==> config.mk <==
export PLATFORM = sky130hd
export DESIGN_NAME = key_event_sequencer
export DESIGN_NICKNAME = d
export VERILOG_FILES = /design/src/rtl/key_event_sequencer.sv
export SDC_FILE = /design/constraint.sdc
export NUM_CORES = 1
export LEC_CHECK = 0
export ABC_AREA = 0
export CAP_MARGIN = 20
export CORE_AREA = 5 5 86 88
export DETAILED_ROUTE_END_ITERATION = 12
export DIE_AREA = 0 0 91 93
export MAX_ROUTING_LAYER = met4
export PLACE_DENSITY = 0.9
export SETUP_SLACK_MARGIN = 0.1
export SLEW_MARGIN = 10
export SYNTH_ARGS = -nofsm -noshare
export SYNTH_HDL_FRONTEND = slang
export SYNTH_SLANG_ARGS = --single-unit
==> constraint.sdc <==
create_clock -name clk -period 10.4 [get_ports clk]
set_input_delay 3.12 -clock clk [delete_from_list [all_inputs] [get_ports clk]]
set_output_delay 3.12 -clock clk [all_outputs]
set_load 0.01 [all_outputs]
==> src/rtl/key_event_sequencer.sv <==
// PS/2 scancode sequencer: decodes make/break/extended bytes, tracks Shift, filters
// typematic repeats, looks presses up in a synchronous ROM and queues the ASCII events.
module key_event_sequencer #(
    parameter int FIFO_DEPTH    = 4,
    parameter bit REPEAT_FILTER = 1'b1
) (
    input  logic       clk,
    input  logic       reset,
    input  logic       ps2_ready,
    input  logic [7:0] ps2_data,
    output logic       rom_rd,
    output logic [7:0] rom_addr,
    input  logic [7:0] rom_data,
    output logic       key_valid,
    output logic [7:0] key_ascii,
    output logic       key_extended,
    input  logic       key_ready,
    output logic       shift_held,
    output logic       overflow
);
    localparam int AW = (FIFO_DEPTH > 1) ? $clog2(FIFO_DEPTH) : 1;
    localparam int CW = AW + 1;
    localparam logic [7:0] SC_E0     = 8'hE0;
    localparam logic [7:0] SC_F0     = 8'hF0;
    localparam logic [7:0] SC_LSHIFT = 8'h12;
    localparam logic [7:0] SC_RSHIFT = 8'h59;

    typedef enum logic [2:0] {IDLE, PRE_E0, BRK, BRK_E0, LOOKUP, PUSH} state_t;

    state_t          r_state, w_state_nx;
    logic            r_shift, w_shift_nx;
    logic [7:0]      r_last_make, w_last_make_nx;
    logic            r_last_ext, w_last_ext_nx;
    logic [7:0]      r_rom_addr, w_rom_addr_nx;
    logic            r_cur_ext, w_cur_ext_nx;
    logic            r_hold_vld, w_hold_vld_nx;
    logic [7:0]      r_hold, w_hold_nx;
    logic            r_overflow;

    logic [8:0]      r_mem [FIFO_DEPTH];
    logic [AW-1:0]   r_wptr, r_rptr;
    logic [CW-1:0]   r_count;

    logic            w_byte_vld, w_is_shift, w_repeat;
    logic [7:0]      w_byte, w_ascii;
    logic            w_make, w_make_ext, w_hold_lost, w_push;
    logic            w_pop, w_full, w_wr, w_drop;

    // A held byte always takes priority over the live strobe so byte order is kept.
    assign w_byte_vld = r_hold_vld | ps2_ready;
    assign w_byte     = r_hold_vld ? r_hold : ps2_data;
    assign w_is_shift = (w_byte == SC_LSHIFT) || (w_byte == SC_RSHIFT);
    assign w_repeat   = REPEAT_FILTER && (w_byte == r_last_make) && (w_make_ext == r_last_ext);

    always_comb begin
        w_state_nx     = r_state;
        w_shift_nx     = r_shift;
        w_last_make_nx = r_last_make;
        w_last_ext_nx  = r_last_ext;
        w_rom_addr_nx  = r_rom_addr;
        w_cur_ext_nx   = r_cur_ext;
        w_hold_vld_nx  = r_hold_vld;
        w_hold_nx      = r_hold;
        w_hold_lost    = 1'b0;
        w_make         = 1'b0;
        w_make_ext     = 1'b0;
        w_push         = 1'b0;

        if (r_state == LOOKUP || r_state == PUSH) begin
            if (ps2_ready) begin
                if (r_hold_vld) begin
                    w_hold_lost = 1'b1;
                end else begin
                    w_hold_vld_nx = 1'b1;
                    w_hold_nx     = ps2_data;
                end
            end
        end else if (r_hold_vld) begin
            w_hold_vld_nx = ps2_ready;
            if (ps2_ready) w_hold_nx = ps2_data;
        end

        case (r_state)
            IDLE: begin
                if (w_byte_vld) begin
                    if (w_byte == SC_E0)      w_state_nx = PRE_E0;
                    else if (w_byte == SC_F0) w_state_nx = BRK;
                    else                      w_make = 1'b1;
                end
            end
            PRE_E0: begin
                if (w_byte_vld) begin
                    if (w_byte == SC_F0) begin
                        w_state_nx = BRK_E0;
                    end else begin
                        w_make     = 1'b1;
                        w_make_ext = 1'b1;
                    end
                end
            end
            BRK, BRK_E0: begin
                if (w_byte_vld) begin
                    if (r_state == BRK && w_is_shift) w_shift_nx = 1'b0;
                    if (w_byte == r_last_make && (r_state == BRK_E0) == r_last_ext)
                        w_last_make_nx = 8'h00;
                    w_state_nx = IDLE;
                end
            end
            LOOKUP: w_state_nx = PUSH;
            PUSH: begin
                w_push     = (rom_data != 8'h00);
                w_state_nx = IDLE;
            end
            default: w_state_nx = IDLE;
        endcase

        if (w_make) begin
            w_state_nx = IDLE;
            if (!w_make_ext && w_is_shift) begin
                w_shift_nx = 1'b1;
            end else if (!w_repeat) begin
                w_last_make_nx = w_byte;
                w_last_ext_nx  = w_make_ext;
                w_rom_addr_nx  = w_byte;
                w_cur_ext_nx   = w_make_ext;
                w_state_nx     = LOOKUP;
            end
        end
    end

    always_ff @(posedge clk) begin
        if (reset) r_state <= IDLE;
        else       r_state <= w_state_nx;
    end

    always_ff @(posedge clk) begin
        if (reset) begin
            r_shift     <= 1'b0;
            r_last_make <= 8'h00;
            r_last_ext  <= 1'b0;
            r_rom_addr  <= 8'h00;
            r_cur_ext   <= 1'b0;
            r_hold_vld  <= 1'b0;
            r_hold      <= 8'h00;
            r_overflow  <= 1'b0;
        end else begin
            r_shift     <= w_shift_nx;
            r_last_make <= w_last_make_nx;
            r_last_ext  <= w_last_ext_nx;
            r_rom_addr  <= w_rom_addr_nx;
            r_cur_ext   <= w_cur_ext_nx;
            r_hold_vld  <= w_hold_vld_nx;
            r_hold      <= w_hold_nx;
            r_overflow  <= r_overflow | w_hold_lost | w_drop;
        end
    end

    // Shift only uppercases letters; digits and symbols pass through unchanged.
    assign w_ascii = (r_shift && rom_data >= 8'h61 && rom_data <= 8'h7A) ? (rom_data - 8'h20) : rom_data;

    assign w_pop  = key_valid && key_ready;
    assign w_full = (r_count == CW'(FIFO_DEPTH));
    assign w_wr   = w_push && (!w_full || w_pop);
    assign w_drop = w_push && w_full && !w_pop;

    always_ff @(posedge clk) begin
        if (reset) begin
            for (int i = 0; i < FIFO_DEPTH; i++) r_mem[i] <= '0;
            r_wptr  <= '0;
            r_rptr  <= '0;
            r_count <= '0;
        end else begin
            if (w_wr) begin
                r_mem[r_wptr] <= {r_cur_ext, w_ascii};
                r_wptr        <= r_wptr + AW'(1);
            end
            if (w_pop) r_rptr <= r_rptr + AW'(1);
            case ({w_wr, w_pop})
                2'b10:   r_count <= r_count + CW'(1);
                2'b01:   r_count <= r_count - CW'(1);
                default: r_count <= r_count;
            endcase
        end
    end

    assign rom_rd       = (r_state == LOOKUP);
    assign rom_addr     = r_rom_addr;
    assign key_valid    = (r_count != '0);
    assign key_ascii    = r_mem[r_rptr][7:0];
    assign key_extended = r_mem[r_rptr][8];
    assign shift_held   = r_shift;
    assign overflow     = r_overflow;
endmodule

==> results_dict.tcl <==
set metrics [dict create \
    total_leakage_power_nw 1.61 \
    final_layout_size_suffix_gt1_frac 0.113 \
    final.setup.tns_ns 0 \
    status "complete, no violations" \
    cts-root-to-sink-buffers 2 \
    route.vias.total 2746 \
    timing.max_slew.rel_slack 0.273 \
    synth_top_cells_by_area "sky130_fd_sc_hd__edfxtp_1, sky130_fd_sc_hd__dfxtp_1, sky130_fd_sc_hd__mux2i_1" \
    h-tree-depth 3 \
    dpl_cell_area_mm2 0.00427 \
    synth-compound-area-share 0.0842 \
    synthMostInstantiatedCell "sky130_fd_sc_hd__nor2_1" \
    length_in_cells_of_the_worst_reg_to_reg_path 6 \
    initial_core_util 0.590 \
    antenna_cells 0 \
    count_of_cells_along_the_worst_hold_path 2 \
    post-route-period-util 0.565 \
    finish.net_count 408 \
    cp_data_required_time_ns 10.62 \
    timing.final.max_slew_violations 0 \
    cts_tree "done" \
    floorplan.die_area_mm2 0.00846 \
    cts_setup_buffers 0 \
    hold_path_class "flop to flop" \
    chipHeight_um 93 \
    largest_family_of_logic_cells_by_synthesized_area "simple AND/OR/NAND/NOR gates" \
    power_density_mw_per_mm2 148 \
    antenna_found_initial 0 \
    worst_path_max_delay_cell "sky130_fd_sc_hd__or4_4" \
    cts_root_buf "sky130_fd_sc_hd__clkbuf_8" \
    place.port_buffers 40 \
    clk_pin_slew_ns 0.08 \
    cts_repair_resize_count 0 \
    postLayoutCellArea_mm2 0.00448 \
    holdBufCountCts 0 \
    numCtsBuffers 9 \
    final-setup-viol-count 0 \
    crit_type "input pin to flop" \
    synth_enable_flop_cells 36 \
    ys_dominant_reg_cell "sky130_fd_sc_hd__dfxtp_1" \
    synth.avg_cell_area_um2 10.9 \
    grt_pass1_vias 2787 \
    detail_route.first_pass.iterations 7 \
    tightest_slew_ns 1.09 \
    clkLatencyLatePin_ns 0.34 \
    post-dp-hpwl_um 5460 \
    critical_path.cell_chain "clkdlybuf4s50_1 -> or4_4 -> o311ai_4 -> nand2_1 -> fa_1 -> or3_1 -> a311oi_1 -> nor2_1" \
    yosysWarnings 0 \
    floorplan_core_area_mm2 0.00657 \
    clk_skew_ns 0.00753 \
    syn-instance-count 355 \
    routed_wirelength_um 7850 \
    final.hold.worst_slack_ns 0.475 \
    row_count 30 \
    synthDominantCellAreaShare 0.279 \
    ys_seq_area_frac 0.485 \
    maximum_number_of_pins_on_one_net_before_global_route_repair 56 \
    largest_fanout_of_any_net_on_the_critical_path 14 \
    cts.sinks 76 \
    worstPathArrival_ns 6.09 \
    synth.area.mux_share 0.137 \
    async_reset_ff_frac 0 \
    post_drt_wl_per_cell_um 16.7 \
    critical_path.endpoint_type "flop" \
    register_bit_total_from_synthesis 76 \
    grt_setup_unrepaired "false" \
    netlist_area_mm2 0.00388 \
    post_synth_most_frequent_cells "sky130_fd_sc_hd__nor2_1, sky130_fd_sc_hd__dfxtp_1, sky130_fd_sc_hd__edfxtp_1" \
    final_power_w 0.000663 \
    post_synth_and_or_nand_nor_area_fraction 0.209 \
    remaining_drc_errors 0 \
    startpoint_type "input pin" \
    io_pins 41 \
    max-vdd-ir-drop_mv 0.122 \
    cpPeakStageDelay_ns 0.58 \
    synthXorXnorAreaFrac 0.0361 \
    timing.fmax_ghz 0.170 \
    synth.lib_cells_used.distinct 57 \
    synth.largest_area_cell "sky130_fd_sc_hd__edfxtp_1" \
    areaGrowthSynthToFinish_pct 15.5 \
    place_congestion 0.863 \
    timing.final.hold_violations 0 \
    grt_overflow 0 \
    ant_nets 0 \
    die_w_um 91 \
    global_route_wire_length_before_repair_um 13500 \
    grt_use_total 0.206 \
    final_period_minus_worst_setup_slack_ns 5.87 \
    cap_viol_max_count 0 \
    final.fill_count 480 \
    route.detailed.vias_per_inst 5.83 \
    synth_fa_ha_area_frac 0.00839 \
    dr.first_iter.drc_count 164 \
    syn_nets 377 \
]
-- critical path, delay by kind of cell --
family | cells | cell delay, ns
AO/OA/AOI/OAI | 2 | 0.85
buffers and inverters | 1 | 0.50
adder cells (fa/ha/maj) | 1 | 0.45
AND/OR/NAND/NOR | 4 | 1.18
-- final cells by class --
type | count | area (um^2) | area share
Inverter | 8 | 30.0 | 0.00670
Multi-Input combinational cell | 250 | 1850 | 0.413
Timing Repair Buffer | 41 | 408 | 0.0911
Clock inverter | 6 | 72.6 | 0.0162
Tap cell | 80 | 100 | 0.0223
Sequential cell | 76 | 1880 | 0.420
Clock buffer | 10 | 138 | 0.0307
-- logic make-up (layout without fill, tap and decap cells) --
| kind of cell | after synthesis | count (layout) |
|---|---|---|
| AND/OR/NAND/NOR | 148 | 148 |
| XOR/XNOR | 16 | 16 |
| adder cells (fa/ha/maj) | 2 | 2 |
| AO/OA/AOI/OAI | 43 | 43 |
| multiplexers | 41 | 41 |
| buffers and inverters | 29 | 65 |
| flip-flops | 76 | 76 |
-- where the power goes --
part / internal, W / switching, W / total [W] / leakage [nW]
Sequential: 0.000328 / 0.0000127 / 0.000340 / 0.698
Clock: 0.000119 / 0.000113 / 0.000232 / 0.103
Combinational: 0.0000464 / 0.0000445 / 0.0000908 / 0.810
Total: 0.000493 / 0.000170 / 0.000663 / 1.61
-- cells in the final DEF (no fill, tap or decap), types with 2 or more instances in the layout --
cell / count
sky130_fd_sc_hd__xor2_1: 5
sky130_fd_sc_hd__nor4_1: 5
sky130_fd_sc_hd__nand2_1: 16
sky130_fd_sc_hd__clkdlybuf4s50_1: 40
sky130_fd_sc_hd__and3_1: 6
sky130_fd_sc_hd__clkinv_4: 3
sky130_fd_sc_hd__a211oi_1: 3
sky130_fd_sc_hd__inv_1: 8
sky130_fd_sc_hd__nor2_1: 42
sky130_fd_sc_hd__o311ai_4: 2
sky130_fd_sc_hd__mux2_2: 3
sky130_fd_sc_hd__nor3_1: 7
sky130_fd_sc_hd__mux2i_1: 28
sky130_fd_sc_hd__a31oi_1: 2
sky130_fd_sc_hd__or3_1: 7
sky130_fd_sc_hd__nand3b_1: 10
sky130_fd_sc_hd__clkbuf_8: 10
sky130_fd_sc_hd__o211ai_1: 3
sky130_fd_sc_hd__nor2b_1: 2
sky130_fd_sc_hd__nand2b_1: 17
sky130_fd_sc_hd__a21oi_1: 13
sky130_fd_sc_hd__edfxtp_1: 36
sky130_fd_sc_hd__o21a_1: 3
sky130_fd_sc_hd__a211o_1: 2
sky130_fd_sc_hd__dfxtp_1: 40
sky130_fd_sc_hd__and2_1: 20
sky130_fd_sc_hd__o21ai_0: 3
sky130_fd_sc_hd__mux4_2: 9
sky130_fd_sc_hd__xnor2_1: 11
sky130_fd_sc_hd__or2_2: 6
sky130_fd_sc_hd__nand3_1: 2
-- metrics by stage --
step / setup WS [ns] / utilization / std cells
finish: 4.53 / 0.682 / 471
CTS: 4.56 / 0.682 / 471
global placement: 4.29 / 0.650 / 455
detailed placement: 4.21 / 0.650 / 455
floorplan: 4.96 / - / 355
global route: 4.39 / 0.682 / 471
-- sequential cells by signal (all words and copies together) (netlist names), named ones only --
signal       flops
rom_addr         8
r_cur_ext        1
overflow         1
r_mem           36
r_hold           8
shift_held       1
r_rptr           2
r_state          3
r_hold_vld       1
r_wptr           2
r_last_make      8
r_count          3
-- layer usage --
layer  global-route usage  share of wire  wire, um  vias to the layer above
met5                    -              0         0                        -
met4               0.0550          0.012        93                        0
met3               0.0483          0.057       446                       11
met2                0.361           0.52      4050                       85
met1                0.240           0.42      3260                     1316
li1                     -              -         -                     1334
-- final timing paths --
path	start	end	slack, ns
setup / recovery	rom_data[3]	r_count[2]$_SDFFE_PP0P_	4.53
hold / removal	rom_addr[4]$_SDFFE_PP0P_	rom_addr[4]$_SDFFE_PP0P_	0.47
setup reg to reg	r_hold_vld$_SDFFE_PP0P_	r_last_make[7]$_SDFF_PP0_	6.98
hold reg to reg	rom_addr[4]$_SDFFE_PP0P_	rom_addr[4]$_SDFFE_PP0P_	0.47
No activity file was read; power rests on OpenSTA's default activity.
